### src/rtl/uart_pkg.sv
// rtl/uart_pkg.sv - shared UART baud encodings, receiver states and divisor helper.
// The PARITY state exists only when UART_RX_PARITY_EN is defined.
package uart_pkg;

  localparam int unsigned OVERSAMPLE = 16;
  localparam int          DIV_W      = 16;

  typedef enum logic [1:0] {
    BAUD24  = 2'b00,
    BAUD48  = 2'b01,
    BAUD96  = 2'b10,
    BAUD192 = 2'b11
  } baud_e;

  typedef enum logic [2:0] {
    RX_IDLE   = 3'd0,
    RX_START  = 3'd1,
    RX_DATA   = 3'd2,
    RX_STOP   = 3'd3
`ifdef UART_RX_PARITY_EN
    ,RX_PARITY = 3'd4
`endif
  } rx_state_e;

  // Rounded oversample divisor: round(clock_hz / (16 * baud)).
  function automatic logic [DIV_W-1:0] baud_divisor(input int unsigned clock_hz,
                                                    input logic [1:0] code);
    int unsigned baud;
    case (code)
      BAUD24:  baud = 2400;
      BAUD48:  baud = 4800;
      BAUD96:  baud = 9600;
      default: baud = 19200;
    endcase
    return DIV_W'((clock_hz + (OVERSAMPLE * baud) / 2) / (OVERSAMPLE * baud));
  endfunction

endpackage

### src/rtl/uart_rx_tick.sv
// rtl/uart_rx_tick.sv - 16x oversample prescaler; divisor latched on request, count held at 0 by clear.
module uart_rx_tick
  import uart_pkg::*;
#(
  parameter int unsigned CLOCK_HZ = 50_000_000
) (
  input  logic       clock_i,
  input  logic       reset_ni,
  input  logic       clear_i,
  input  logic       latch_i,
  input  logic [1:0] baud_i,
  output logic       tick_o
);

  logic [DIV_W-1:0] cnt_q, cnt_d;
  logic [DIV_W-1:0] div_q, div_d;

  assign tick_o = !clear_i && (cnt_q == div_q - DIV_W'(1));

  always_comb begin
    div_d = latch_i ? baud_divisor(CLOCK_HZ, baud_i) : div_q;
    if (clear_i || tick_o) begin
      cnt_d = '0;
    end else begin
      cnt_d = cnt_q + DIV_W'(1);
    end
  end

  always_ff @(posedge clock_i) begin
    if (!reset_ni) begin
      cnt_q <= '0;
      div_q <= baud_divisor(CLOCK_HZ, BAUD24);
    end else begin
      cnt_q <= cnt_d;
      div_q <= div_d;
    end
  end

endmodule

### src/rtl/uart_rx.sv
// rtl/uart_rx.sv - UART receiver: synchronizer, frame FSM and shift register, 8N1 by default.
// Defining UART_RX_PARITY_EN adds the parity_type port, PARITY state and parity checker.
module uart_rx
  import uart_pkg::*;
#(
  parameter int unsigned CLOCK_HZ = 50_000_000
) (
  input  logic       clock,
  input  logic       reset_n,
  input  logic       rx,
  input  logic [1:0] baud_rate,
`ifdef UART_RX_PARITY_EN
  input  logic [1:0] parity_type,
`endif
  output logic [7:0] data_out,
  output logic       done,
  output logic       stop_error,
  output logic       parity_error,
  output logic       busy
);

  logic      rx_meta_q, rx_s_q, rx_prev_q;
  rx_state_e state_q, state_d;
  logic [3:0] s_cnt_q, s_cnt_d;
  logic [2:0] b_cnt_q, b_cnt_d;
  logic [7:0] shift_q, shift_d;
  logic [7:0] data_q, data_d;
  logic       done_q, done_d;
  logic       stop_err_q, stop_err_d;
  logic       tick, start_edge, sample;

`ifdef UART_RX_PARITY_EN
  logic [1:0] par_mode_q, par_mode_d;
  logic       par_mis_q, par_mis_d;
  logic       par_err_q, par_err_d;
  logic       par_on, par_exp;

  assign par_on  = (par_mode_q == 2'b01) || (par_mode_q == 2'b10);
  assign par_exp = (^shift_q) ^ (par_mode_q == 2'b01);
`endif

  assign start_edge = (state_q == RX_IDLE) && rx_prev_q && !rx_s_q;
  assign sample     = tick && (s_cnt_q == 4'd15);

  uart_rx_tick #(
    .CLOCK_HZ(CLOCK_HZ)
  ) u_tick (
    .clock_i (clock),
    .reset_ni(reset_n),
    .clear_i (state_q == RX_IDLE),
    .latch_i (start_edge),
    .baud_i  (baud_rate),
    .tick_o  (tick)
  );

  always_comb begin
    state_d    = state_q;
    s_cnt_d    = s_cnt_q;
    b_cnt_d    = b_cnt_q;
    shift_d    = shift_q;
    data_d     = data_q;
    done_d     = 1'b0;
    stop_err_d = stop_err_q;
`ifdef UART_RX_PARITY_EN
    par_mode_d = par_mode_q;
    par_mis_d  = par_mis_q;
    par_err_d  = par_err_q;
`endif
    if ((state_q != RX_IDLE) && tick) begin
      s_cnt_d = s_cnt_q + 4'd1;
    end

    case (state_q)
      RX_IDLE: begin
        if (start_edge) begin
          state_d = RX_START;
          s_cnt_d = '0;
          b_cnt_d = '0;
`ifdef UART_RX_PARITY_EN
          par_mode_d = parity_type;
          par_mis_d  = 1'b0;
`endif
        end
      end
      RX_START: begin
        // Mid start bit: a high line here was a glitch, not a frame.
        if (tick && (s_cnt_q == 4'd7)) begin
          if (!rx_s_q) begin
            s_cnt_d = '0;
            state_d = RX_DATA;
          end else begin
            state_d = RX_IDLE;
          end
        end
      end
      RX_DATA: begin
        if (sample) begin
          shift_d[b_cnt_q] = rx_s_q;
          b_cnt_d          = b_cnt_q + 3'd1;
          if (b_cnt_q == 3'd7) begin
`ifdef UART_RX_PARITY_EN
            state_d = par_on ? RX_PARITY : RX_STOP;
`else
            state_d = RX_STOP;
`endif
          end
        end
      end
`ifdef UART_RX_PARITY_EN
      RX_PARITY: begin
        if (sample) begin
          par_mis_d = rx_s_q ^ par_exp;
          state_d   = RX_STOP;
        end
      end
`endif
      RX_STOP: begin
        // Leaving at mid stop bit lets a back-to-back start edge be caught.
        if (sample) begin
          done_d     = 1'b1;
          data_d     = shift_q;
          stop_err_d = !rx_s_q;
`ifdef UART_RX_PARITY_EN
          par_err_d  = par_mis_q;
`endif
          state_d    = RX_IDLE;
        end
      end
      default: state_d = RX_IDLE;
    endcase
  end

  always_ff @(posedge clock) begin
    if (!reset_n) begin
      rx_meta_q  <= 1'b1;
      rx_s_q     <= 1'b1;
      rx_prev_q  <= 1'b1;
      state_q    <= RX_IDLE;
      s_cnt_q    <= '0;
      b_cnt_q    <= '0;
      shift_q    <= '0;
      data_q     <= '0;
      done_q     <= 1'b0;
      stop_err_q <= 1'b0;
`ifdef UART_RX_PARITY_EN
      par_mode_q <= '0;
      par_mis_q  <= 1'b0;
      par_err_q  <= 1'b0;
`endif
    end else begin
      rx_meta_q  <= rx;
      rx_s_q     <= rx_meta_q;
      rx_prev_q  <= rx_s_q;
      state_q    <= state_d;
      s_cnt_q    <= s_cnt_d;
      b_cnt_q    <= b_cnt_d;
      shift_q    <= shift_d;
      data_q     <= data_d;
      done_q     <= done_d;
      stop_err_q <= stop_err_d;
`ifdef UART_RX_PARITY_EN
      par_mode_q <= par_mode_d;
      par_mis_q  <= par_mis_d;
      par_err_q  <= par_err_d;
`endif
    end
  end

  assign data_out   = data_q;
  assign done       = done_q;
  assign stop_error = stop_err_q;
  assign busy       = (state_q != RX_IDLE);
`ifdef UART_RX_PARITY_EN
  assign parity_error = par_err_q;
`else
  assign parity_error = 1'b0;
`endif

endmodule

### config.mk
export PLATFORM = sky130hd
export DESIGN_NAME = uart_rx
export DESIGN_NICKNAME = d
export VERILOG_FILES = /design/src/rtl/uart_pkg.sv /design/src/rtl/uart_rx_tick.sv /design/src/rtl/uart_rx.sv
export SDC_FILE = /design/constraint.sdc
export NUM_CORES = 1
export LEC_CHECK = 0
export BUFFER_PORTS_ARGS = -buffer_cell sky130_fd_sc_hd__buf_2
export CAP_MARGIN = 20
export CORE_MARGIN = 5
export CORE_UTILIZATION = 68
export DETAILED_ROUTE_END_ITERATION = 10
export PLACE_DENSITY = 0.94
export RECOVER_POWER = 50
export SETUP_SLACK_MARGIN = 0.15
export SLEW_MARGIN = 30
export SYNTH_ARGS = -nofsm -noshare
export SYNTH_HDL_FRONTEND = slang
export SYNTH_SLANG_ARGS = --single-unit
### constraint.sdc
create_clock -name clock -period 28.6 [get_ports clock]
set_input_delay 5.72 -clock clock [delete_from_list [all_inputs] [get_ports clock]]
set_output_delay 5.72 -clock clock [all_outputs]
set_load 0.005 [all_outputs]
==> key figures, run 1 <==
Clocking
  • CTS tree: yes
  • Root buffer cell: clkbuf_8
  • Clock latency on the worst-skew pair: approximately 360 ps
  • Clock buffer depth: 2
  • CTS Buf Count: 9
  • H-tree level count: 3
  • Post_cts resized: 0
  • Clk slew on worst S/H paths: 80 ps
  • Post-CTS setup buffers: 0
  • Hold-fix buffers, CTS: 0
  • Clk sinks: 60

GRT
  • Total track usage: 0.303
  • Largest net degree at the start of global routing: 33
  • Initial antenna violation count: 0
  • First-pass GRT wire length: 21.4 mm
  • Vias in the first global route: ~4500
  • Remaining global-route overflow: 0

Layout
  • Final nets: 651
  • Area grow syn2layout: 5.37%
  • Layout cells sized above 1: 0.0820
  • Fillers: 529
  • Number of inserted diodes: 0

Synthesis
  • Synth Instances: 617
  • Syn Area/Cell: 7.63 um2
  • Top_reg_cell synth: dfxtp_1
  • Cell variety after synth: between 80 and 90
  • Ys async rst share: 0
  • Register bit total from synthesis: 60
  • Post-synth EDFFs: 0
  • Part of the Yosys area used for sequential elements: 0.255
  • Mapped Area: 4710 um2
  • Yosys warns: 0

Power and ir drop
  • VDD IR-drop max: roughly 0.04 mV
  • Int Pwr: 139 uW
  • Combinational share of power: 0.181
  • Clock network fraction of total power: 0.392
  • Reg power frac: 0.427
  • Leak: 1.92 nW
  • Switching power: 63.7 uW
  • Sw frac: 0.315
  • Final Power: 202 uW
  • PwrDens: just over 40 nW/um2

Drt
  • Starting DRC count in detailed routing: 448
  • DR WL/cell: around 18 um
  • WL final: 12.7 mm
  • Final ANT Viol Nets: 0
  • First-pass DRT Iterations: 5
  • # DRC: 0
  • Via count: between 4000 and 5000
  • Vias per inst: around 6.7

Setup path
  • Setup crit end kind: flop
  • CP max stage cell: nor2_1
  • Register-to-register setup slack: approximately 24000 ps
  • WP data required: 28890 ps
  • Reg2reg start: u_tick.div_q[2]
  • Crit-path max FO: 28
  • Worst Setup Path Type: input pin to flop
  • Crit start category: input pin
  • Most used cell along the critical path: ha_1
  • Arrival @ worst endpoint: ~17000 ps
  • Worst r2r dst: shift_q[6]
  • Largest stage delay on the critical path: 620 ps
  • Reg2Reg Depth: 13

Min path
  • Hold Startpoint: rx_meta_q
  • Hold path depth: 1
  • Hold worst-path end: rx_s_q
  • Hold Path Class: flop to flop

Floorplan
  • Initial Util: 0.696
  • Rows: 30
  • Die area: 8680 um2
  • Die Span X: 93.2 um
  • Core ar.: roughly 6800 um2
  • Chip height: 93.2 um
  • I/O pins: 17

Place
  • Global placer's final weighted congestion: 0.973
  • Port Buf Inserts: 15
  • HPWL after DPL: 8.80 mm

Timing
  • Crit share post-route: 0.582
  • Slew margin rel.: 0.372
  • Final Hold Fails: 0
  • Clock Skew: 12.3 ps
  • Maximum clock frequency: around 60 MHz
  • Final setup viols: 0
  • RSZ-0062 raised after global routing: false
  • Fin Setup TNS: 0 ps
  • Slew @ Worst Pin: ~940 ps
  • Fin crit period: around 17000 ps
  • Slew Viols, Final: 0

Run status
  • Outcome: finished, final reports clean

Flow run
  • Max-cap viol count: 0
## layout make-up
type	instances	area [um2]	share of cell area
multi-input cells	501	3270	0.659
inverters	26	100	0.0202
clock inverters	7	75.1	0.0151
flip-flops and latches	60	1200	0.242
well taps	80	100	0.0202
clock buffers	9	124	0.0250
repair buffers	19	92.6	0.0187
## cell usage in the layout, fill, tap and decap left out, types with 8 or more instances in the layout
cell / count
clkbuf_1: 10
and3_1: 11
xnor2_1: 15
o211ai_1: 8
nand3_1: 30
nor3_1: 13
a21oi_1: 40
nand2_1: 82
o21ai_0: 22
clkbuf_8: 9
a211oi_1: 14
ha_1: 29
dfxtp_1: 60
nor2_1: 59
xor2_1: 20
inv_1: 22
## power groups by stage
stage / clock network (mW) / logic [mW] / registers, mW
after global placement: 0 / 0.0342 / 0.0882
after global routing: 0.0843 / 0.0395 / 0.0866
after detailed placement: 0 / 0.0352 / 0.0882
after CTS: 0.0794 / 0.0354 / 0.0863
final: 0.0792 / 0.0366 / 0.0864
after floorplan: 0 / 0.0284 / 0.0874
## per-layer routing
metal	wire [um]	GRT usage	up-vias
met5	0	0	-
met4	416	0.149	0
met3	1110	0.0579	45
met2	5910	0.492	274
met1	5290	0.385	2156
li1	-	-	2232
## worst max-delay path: cells and delay by family
| kind | cells | cell delay [ps] |
|---|---|---|
| mux | 2 | 770 |
| fa+ha+maj | 7 | 2140 |
| simple gates | 13 | 3450 |
| compound gates | 17 | 4090 |
| buf+inv | 6 | 770 |
## kinds of logic (layout without fill, tap and decap cells)
group | count (synthesis) | count (layout) | synth area share
fa+ha+maj | 29 | 29 | 0.0771
flops | 60 | 60 | 0.255
mux | 12 | 12 | 0.0269
buf+inv | 58 | 61 | 0.0534
simple gates | 262 | 262 | 0.276
other cells | 1 | 3 | 0.000797
compound gates | 160 | 160 | 0.246
xor+xnor | 35 | 35 | 0.0651
## flip-flops by register name (all words and copies together) (netlist names)
register,count
b_cnt_q,3
data_out,8
done,1
rx_meta_q,1
rx_prev_q,1
rx_s_q,1
s_cnt_q,4
shift_q,8
state_q,2
stop_error,1
u_tick.cnt_q,16
u_tick.div_q,14
## metrics by stage
step | utilization | cells | instance area (um2) | hold slack [ps] | setup WS (ps)
after floorplan | - | 619 | 4710 | 386 | 13040
after global placement | 0.706 | 686 | 4770 | 389 | 12360
after detailed placement | 0.706 | 686 | 4770 | 393 | 11850
after CTS | 0.736 | 702 | 4970 | 412 | 12220
after global routing | 0.734 | 702 | 4960 | 428 | 11370
final | 0.734 | 702 | 4960 | 411 | 11940
## worst max-delay path by stage
stage / slack (ps) / startpoint / endpoint
3_5_place_dp: 11850 / baud_rate[1] / u_tick.div_q[11]
6_report: 11940 / baud_rate[1] / u_tick.div_q[11]
4_1_cts: 12220 / baud_rate[1] / u_tick.div_q[11]
2_1_floorplan: 13040 / baud_rate[1] / u_tick.div_q[11]
5_1_grt: 11370 / baud_rate[1] / u_tick.div_q[11]
3_3_place_gp: 12360 / baud_rate[1] / u_tick.div_q[11]
## cells in the mapped netlist (7+ instances only)
cell type / number / area, um2
nand2_1: 82 / 308
dfxtp_1: 60 / 1200
nor2_1: 59 / 221
a21oi_1: 40 / 200
nand3_1: 30 / 150
ha_1: 29 / 363
inv_1: 23 / 86.3
clkbuf_1: 22 / 82.6
o21ai_0: 22 / 110
xor2_1: 20 / 175
xnor2_1: 15 / 131
a211oi_1: 14 / 105
nor3_1: 13 / 65.1
and3_1: 11 / 68.8
o211ai_1: 8 / 60.1
a211o_1: 7 / 61.3
a31oi_1: 7 / 43.8
mux2i_1: 7 / 70.1
nor4_1: 7 / 43.8
or3_1: 7 / 43.8
(Power assumes the default switching activity.)
==> run 2: changes to the inputs <==
--- a/config.mk
+++ b/config.mk
@@ -5,12 +5,13 @@
 export SDC_FILE = /design/constraint.sdc
 export NUM_CORES = 1
 export LEC_CHECK = 0
+export ABC_AREA = 1
 export BUFFER_PORTS_ARGS = -buffer_cell sky130_fd_sc_hd__buf_2
 export CAP_MARGIN = 20
 export CORE_MARGIN = 5
-export CORE_UTILIZATION = 68
+export CORE_UTILIZATION = 63
 export DETAILED_ROUTE_END_ITERATION = 10
-export PLACE_DENSITY = 0.94
+export PLACE_DENSITY = 0.89
 export RECOVER_POWER = 50
 export SETUP_SLACK_MARGIN = 0.15
 export SLEW_MARGIN = 30
==> constraint.sdc (replaced) <==
create_clock -name clock -period 15.8 [get_ports clock]
set_input_delay 3.16 -clock clock [delete_from_list [all_inputs] [get_ports clock]]
set_output_delay 3.16 -clock clock [all_outputs]
set_load 0.005 [all_outputs]
==> run 2 against run 1 <==
  * Count of clock-buffer cells in the layout increased by 3
  * Highest routed layer unchanged
  * Final area increased by 1.9%
  * Sequential share of layout area decreased by 0.46 points
  * Synthesized cell count increased by 15%
  * First-iteration DRC count decreased by 21%
  * Wire length decreased by 11%
  * Die area increased by 7.2%
  * Clock power increased by 99%
  * Total power increased by 110%
  * Hold slack improved by 4.7 ps
  * Setup slack got worse by 7100 ps
  * Critical path type unchanged
  * Critical path depth increased by 2
==> key figures, run 2 <==
Timing
  • Fin crit period: 10970 ps
  • Maximum clock frequency: 91.1 MHz
  • Clock Skew: 8.47 ps (-3.85 ps)
  • RSZ-0062 raised after global routing: false
  • Slew margin rel.: 0.229 (-0.144)
  • Slew @ Worst Pin: 1160 ps (+221 ps)
  • Crit share post-route: 0.695
  • Final setup viols: 0 (unchanged)
  • Slew Viols, Final: 0 (unchanged)
  • Fin Setup TNS: 0 ps (unchanged)
  • Final Hold Fails: 0 (unchanged)

GRT
  • Total track usage: 0.255 (-0.0485)
  • Largest net degree at the start of global routing: 31 (-6.1%)
  • Vias in the first global route: 4573 (+0.95%)
  • First-pass GRT wire length: 19.3 mm (-9.9%)
  • Remaining global-route overflow: 0 (unchanged)
  • Initial antenna violation count: 0 (unchanged)

Drt
  • Vias per inst: 5.81 (-13%)
  • WL final: 11.3 mm (-11%)
  • Via count: 4772 (+1.4%)
  • # DRC: 0 (unchanged)
  • Starting DRC count in detailed routing: 354 (-21%)
  • Final ANT Viol Nets: 0 (unchanged)
  • DR WL/cell: 13.8 um (-24%)
  • First-pass DRT Iterations: 5 (unchanged)

Clocking
  • Clk slew on worst S/H paths: 70 ps (about the same)
  • Clk sinks: 60 (unchanged)
  • CTS tree: yes
  • Post_cts resized: 0 (unchanged)
  • Post-CTS setup buffers: 0 (unchanged)
  • CTS Buf Count: 9 (unchanged)
  • Hold-fix buffers, CTS: 0 (unchanged)
  • Clock latency on the worst-skew pair: 340 ps (-20 ps)
  • H-tree level count: 3 (unchanged)
  • Clock buffer depth: 2 (unchanged)
  • Root buffer cell: clkbuf_8

Run status
  • Outcome: finished, final reports clean

Floorplan
  • Core ar.: 7250 um2 (+7.4%)
  • Rows: 31 (+3.3%)
  • Die Span X: 96.5 um (+3.5%)
  • Initial Util: 0.649 (-0.0472)
  • Die area: 9300 um2 (+7.2%)
  • I/O pins: 17 (unchanged)
  • Chip height: 96.5 um (+3.5%)

Layout
  • Biggest register: u_tick.cnt_q
  • Number of flip-flops under the largest register name: 16 (unchanged)
  • Area grow syn2layout: 7.33%
  • Layout cells sized above 1: 0.0845 (+0.00249)
  • Final nets: 754 (+16%)
  • Number of inserted diodes: 0 (unchanged)
  • Biggest regs: u_tick.cnt_q: 16 flops, u_tick.div_q: 14 flops
  • Commonest non-fill, non-tap cell in the layout: nand2_1
  • Most frequent cells in the layout: nand2_1 (134), inv_1 (91), nor2_1 (68), dfxtp_1 (60), nand3_1 (58)

Setup path
  • Reg2Reg Depth: 24 (+11)
  • Register-to-register setup slack: 11040 ps (-12660 ps)
  • Worst r2r dst: shift_q[3]
  • WP data required: 16010 ps (-12880 ps)
  • CP Launch Point: baud_rate[0]
  • Reg2reg start: u_tick.div_q[0]
  • Worst Setup Path Type: input pin to flop
  • Setup crit end kind: flop
  • Arrival @ worst endpoint: 11190 ps (-5760 ps)
  • Crit-path max FO: 19 (-32%)
  • Crit start category: input pin
  • Worst Setup EP: u_tick.div_q[11]
  • Largest stage delay on the critical path: 850 ps (+230 ps)
  • CP max stage cell: clkbuf_1

Synthesis
  • Synth area leader: dfxtp_1
  • Post-synth EDFFs: 0 (unchanged)
  • Register bit total from synthesis: 60 (unchanged)
  • Ys async rst share: 0 (unchanged)
  • Syn Area/Cell: 6.65 um2 (-13%)
  • Part of the Yosys area used for sequential elements: 0.255 (about the same)
  • Most numerous cell in the Yosys netlist: nand2_1
  • Post-synth top cells: nand2_1 (134), inv_1 (91), nor2_1 (68)
  • Mapped Area: 4710 um2 (about the same)
  • Synth Instances: 708 (+15%)
  • Yosys warns: 0 (unchanged)
  • Top cell type's share of synthesized area: 0.255 (about the same)
  • Top_reg_cell synth: dfxtp_1
  • Cell variety after synth: 51 (-37%)
  • Top cells by area, synth: dfxtp_1 (26%), nand2_1 (11%), ha_1 (8.2%)

Place
  • Global placer's final weighted congestion: 0.973 (about the same)
  • HPWL after DPL: 8.29 mm (-5.9%)
  • Port Buf Inserts: 15 (unchanged)

Min path
  • Hold Path Class: flop to flop

Flow run
  • Max-cap viol count: 0 (unchanged)

Power and ir drop
  • Final Power: 427 uW (+110%)
  • PwrDens: 84.4 nW/um2 (+110%)
  • VDD IR-drop max: 0.0411 mV (+3.8%)
  • Leak: 2.33 nW (+22%)
run 2: layer usage:
layer / global-route usage / vias up / wire, um / share of wire
met5: 0 / - / 0 / 0
met4: 0.131 / 0 / 274 / 0.024
met3: 0.0573 / 35 / 789 / 0.070
met2: 0.431 / 192 / 5390 / 0.47
met1: 0.301 / 2161 / 4900 / 0.43
li1: - / 2384 / - / -
run 2: final cells by class:
class                      instances  area (um2)
multi-input combinational        527        3040
fill                             605        2200
sequential                        60        1200
inverter                         103         387
clock buffer                      12         165
tap                               99         124
timing repair buffer              17        72.6
clock inverter                     3        68.8
run 2: power breakdown:
part | switching, mW | leakage (nW) | internal (mW)
combinational | 0.0700 | 1.73 | 0.0343
sequential | 0.00742 | 0.486 | 0.157
clock | 0.0569 | 0.119 | 0.101
run 2: worst max-delay path: cells and delay by family:
kind	cells	cell delay, ps
buffers and inverters	5	1330
adders and majority gates	6	1830
AOI/OAI and AO/OA	11	2290
and+or+nand+nor	25	2550
run 2: how the worst min path moves through the flow:
stage | startpoint | slack (ps) | depth (start not counted) | end
floorplan | rx_meta_q | 390 | 1 | rx_s_q
global placement | rx_meta_q | 390 | 1 | rx_s_q
detailed placement | rx_meta_q | 410 | 1 | rx_s_q
CTS | rx_meta_q | 420 | 1 | rx_s_q
global route | rx_meta_q | 440 | 1 | rx_s_q
finish | rx_meta_q | 420 | 1 | rx_s_q
run 2: cell families (layout without fill, tap and decap cells):
group | after synthesis | count (layout) | share of synthesized area
AOI/OAI and AO/OA | 118 | 118 | 0.147
and+or+nand+nor | 346 | 346 | 0.358
buffers and inverters | 123 | 135 | 0.103
adders and majority gates | 31 | 31 | 0.0824
DFF | 60 | 60 | 0.255
xor gates and xnor gates | 29 | 29 | 0.0539
other | 1 | 3 | 0.000796
run 2: stage by stage:
step	std cells	util	cell area, um2	setup slack [ps]	hold slack, ps
floorplan	710	-	4720	6230	393
global placement	806	0.666	4830	5560	395
detailed placement	806	0.666	4830	5000	408
CTS	821	0.698	5070	5350	420
global route	821	0.697	5050	4330	443
finish	821	0.697	5050	4830	416
==> run 3: changes to the inputs <==
--- a/config.mk
+++ b/config.mk
@@ -5,13 +5,13 @@
 export SDC_FILE = /design/constraint.sdc
 export NUM_CORES = 1
 export LEC_CHECK = 0
-export ABC_AREA = 1
+export ABC_AREA = 0
 export BUFFER_PORTS_ARGS = -buffer_cell sky130_fd_sc_hd__buf_2
 export CAP_MARGIN = 20
 export CORE_MARGIN = 5
-export CORE_UTILIZATION = 63
+export CORE_UTILIZATION = 57
 export DETAILED_ROUTE_END_ITERATION = 10
-export PLACE_DENSITY = 0.89
+export PLACE_DENSITY = 0.85
 export RECOVER_POWER = 50
 export SETUP_SLACK_MARGIN = 0.15
 export SLEW_MARGIN = 30
==> constraint.sdc (replaced) <==
create_clock -name clock -period 8.85 [get_ports clock]
set_input_delay 1.77 -clock clock [delete_from_list [all_inputs] [get_ports clock]]
set_output_delay 1.77 -clock clock [all_outputs]
set_load 0.005 [all_outputs]
==> run 3 against run 2 <==
  * The flow now finishes with violations (negative setup slack)
  * Setup slack got worse by 5300 ps
  * Global-route usage rose by 2.1 points
  * Register-to-register slack got worse by 6700 ps
==> key figures, run 3 (same netlist as run 1, synthesis figures left out) <==
Setup path
  • Largest stage delay on the critical path: 460 ps (-390 ps)
  • WP data required: 9120 ps (-6890 ps)
  • Most used cell along the critical path: ha_4
  • CP max stage cell: or4_1
  • Worst Setup Path Type: input pin to flop
  • Arrival @ worst endpoint: 9540 ps (-1650 ps)
  • Crit start category: input pin
  • Reg2Reg Depth: 13 (-46%)
  • Crit-path max FO: 5 (-14)
  • Setup crit end kind: flop

Clocking
  • Clock buffer depth: 2 (unchanged)
  • Root buffer cell: clkbuf_8
  • Clk slew on worst S/H paths: 60 ps (about the same)
  • Hold-fix buffers, CTS: 0 (unchanged)
  • H-tree level count: 3 (unchanged)
  • CTS tree: yes
  • CTS Buf Count: 9 (unchanged)
  • Clock latency on the worst-skew pair: 340 ps (about the same)
  • Clk sinks: 60 (unchanged)

GRT
  • First-pass GRT wire length: 23.0 mm (+20%)
  • Met3 Use GR: 0.0353 (-0.0220)
  • Largest net degree at the start of global routing: 33 (+6.5%)
  • Vias in the first global route: 4975 (+8.8%)
  • Remaining global-route overflow: 0 (unchanged)
  • Total track usage: 0.276 (+0.0214)
  • GR peak layer: met2
  • Initial antenna violation count: 0 (unchanged)
  • Met1 track demand over resource: 0.334 (+0.0329)
  • Met2 GRT Util: 0.468 (+0.0373)

Drt
  • Vias per inst: 6.35 (+9.2%)
  • DR WL/cell: 17.4 um (+26%)
  • WL final: 14.0 mm (+24%)
  • # DRC: 0 (unchanged)
  • Starting DRC count in detailed routing: 487 (+38%)
  • First-pass DRT Iterations: 6 (+1)
  • Final ANT Viol Nets: 0 (unchanged)
  • Via count: 5111 (+7.1%)

Place
  • DP Cell Count: 766 (-5.0%)
  • Dpl ws: -1010 ps (-6010 ps)
  • HPWL after DPL: 9.56 mm (+15%)
  • Port Buf Inserts: 15 (unchanged)
  • Global placer's final weighted congestion: 1.01 (+4.3%)
  • DP Area: 5370 um2 (+11%)

Layout
  • Util after Layout: 0.718 (+0.0214)
  • Final Non-Filler Cells: 805 (-1.9%)
  • Biggest register: u_tick.cnt_q
  • Finished Cell Area: 5840 um2 (+16%)
  • Layout cells sized above 1: 0.227 (+0.143)
  • Area grow syn2layout: 24.2%
  • Number of inserted diodes: 0 (unchanged)
  • Biggest regs: u_tick.cnt_q: 16 flops, u_tick.div_q: 14 flops
  • Number of flip-flops under the largest register name: 16 (unchanged)
  • Most frequent cells in the layout: buf_4 (81), nand2_1 (80), dfxtp_1 (60), nor2_1 (57), a21oi_1 (40)
  • Commonest non-fill, non-tap cell in the layout: buf_4
  • Final nets: 730 (-3.2%)

Floorplan
  • Initial Util: 0.579 (-0.0708)
  • Rows: 33 (+6.5%)
  • I/O pins: 17 (unchanged)
  • Die Span X: 101 um (+4.6%)
  • Die area: 10200 um2 (+9.3%)
  • Chip height: 101 um (+4.6%)
  • Core ar.: 8130 um2 (+12%)

Timing
  • Hold_ws: 445 ps (+28.3 ps)
  • Clock Skew: 6.90 ps (-1.58 ps)
  • Slew @ Worst Pin: 880 ps (-277 ps)
  • Crit share post-route: 1.05
  • Fin crit period: 9280 ps
  • Fin Setup TNS: -747 ps (-747 ps)
  • Final Hold Fails: 0 (unchanged)
  • Slew margin rel.: 0.410 (+0.181)
  • Slew Viols, Final: 0 (unchanged)
  • Maximum clock frequency: around 110 MHz
  • RSZ-0062 raised after global routing: true
  • Final worst setup slack: -426 ps (-5250 ps)
  • Final setup viols: 2 (+2)

Power and ir drop
  • PwrDens: 114 nW/um2 (+35%)
  • Final Power: 668 uW (+56%)
  • Combinational share of power: 0.247 (+0.003)
  • Switching power: 205 uW (+53%)
  • Clock network fraction of total power: 0.335 (-0.035)
  • Sw frac: 0.307 (-0.00730)
  • VDD IR-drop max: 0.0687 mV (+67%)
  • Int Pwr: 463 uW (+58%)
  • Reg power frac: 0.418 (+0.032)
  • Leak: 2.35 nW (+0.87%)

Run status
  • Outcome: complete, but fails checks
  • Failing checks: negative setup slack

Min path
  • Hold Path Class: flop to flop
  • Hold path depth: 1 (unchanged)

Flow run
  • Max-cap viol count: 0 (unchanged)
## run 3: timing repair
item	in CTS	in global routing
resized for setup	17	11
buffers inserted	18	6
pin swaps	15	7
setup endpoints to repair	3	3
hold endpoints to repair	0	0
## run 3: final timing paths
check | slack, ps | endpoint | start
max | -430 | u_tick.div_q[11] | baud_rate[1]
min | 440 | rx_s_q | rx_meta_q
max reg2reg | 4320 | shift_q[6] | u_tick.div_q[9]
min reg2reg | 440 | rx_s_q | rx_meta_q
## run 3: critical path, delay by kind of cell
kind | cells | cell delay [ps]
compound gates | 16 | 3320
simple gates | 11 | 1980
fa+ha+maj | 6 | 1260
mux | 2 | 650
buf+inv | 6 | 550
## run 3: layout make-up
cell class,count,area [um2]
multi-input cells,501,3510
fillers,601,2290
flip-flops and latches,60,1200
repair buffers,98,711
clock buffers,11,151
well taps,105,131
inverters,26,115
clock inverters,4,25.0
## run 3: metal layers
layer  part of all wire  routed length [um]  up-vias
li1                   -                   -     2399
met1               0.41                5700     2402
met2               0.49                6840      243
met3              0.059                 827       67
met4              0.046                 646        0
met5                  0                   0        -
## run 3: power groups by stage
stage	Combinational [mW]	Clock (mW)	Sequential [mW]
3_3_place_gp	0.140	0	0.285
3_5_place_dp	0.144	0	0.285
6_report	0.165	0.223	0.279
5_1_grt	0.178	0.236	0.280
2_1_floorplan	0.102	0	0.282
4_1_cts	0.154	0.224	0.279
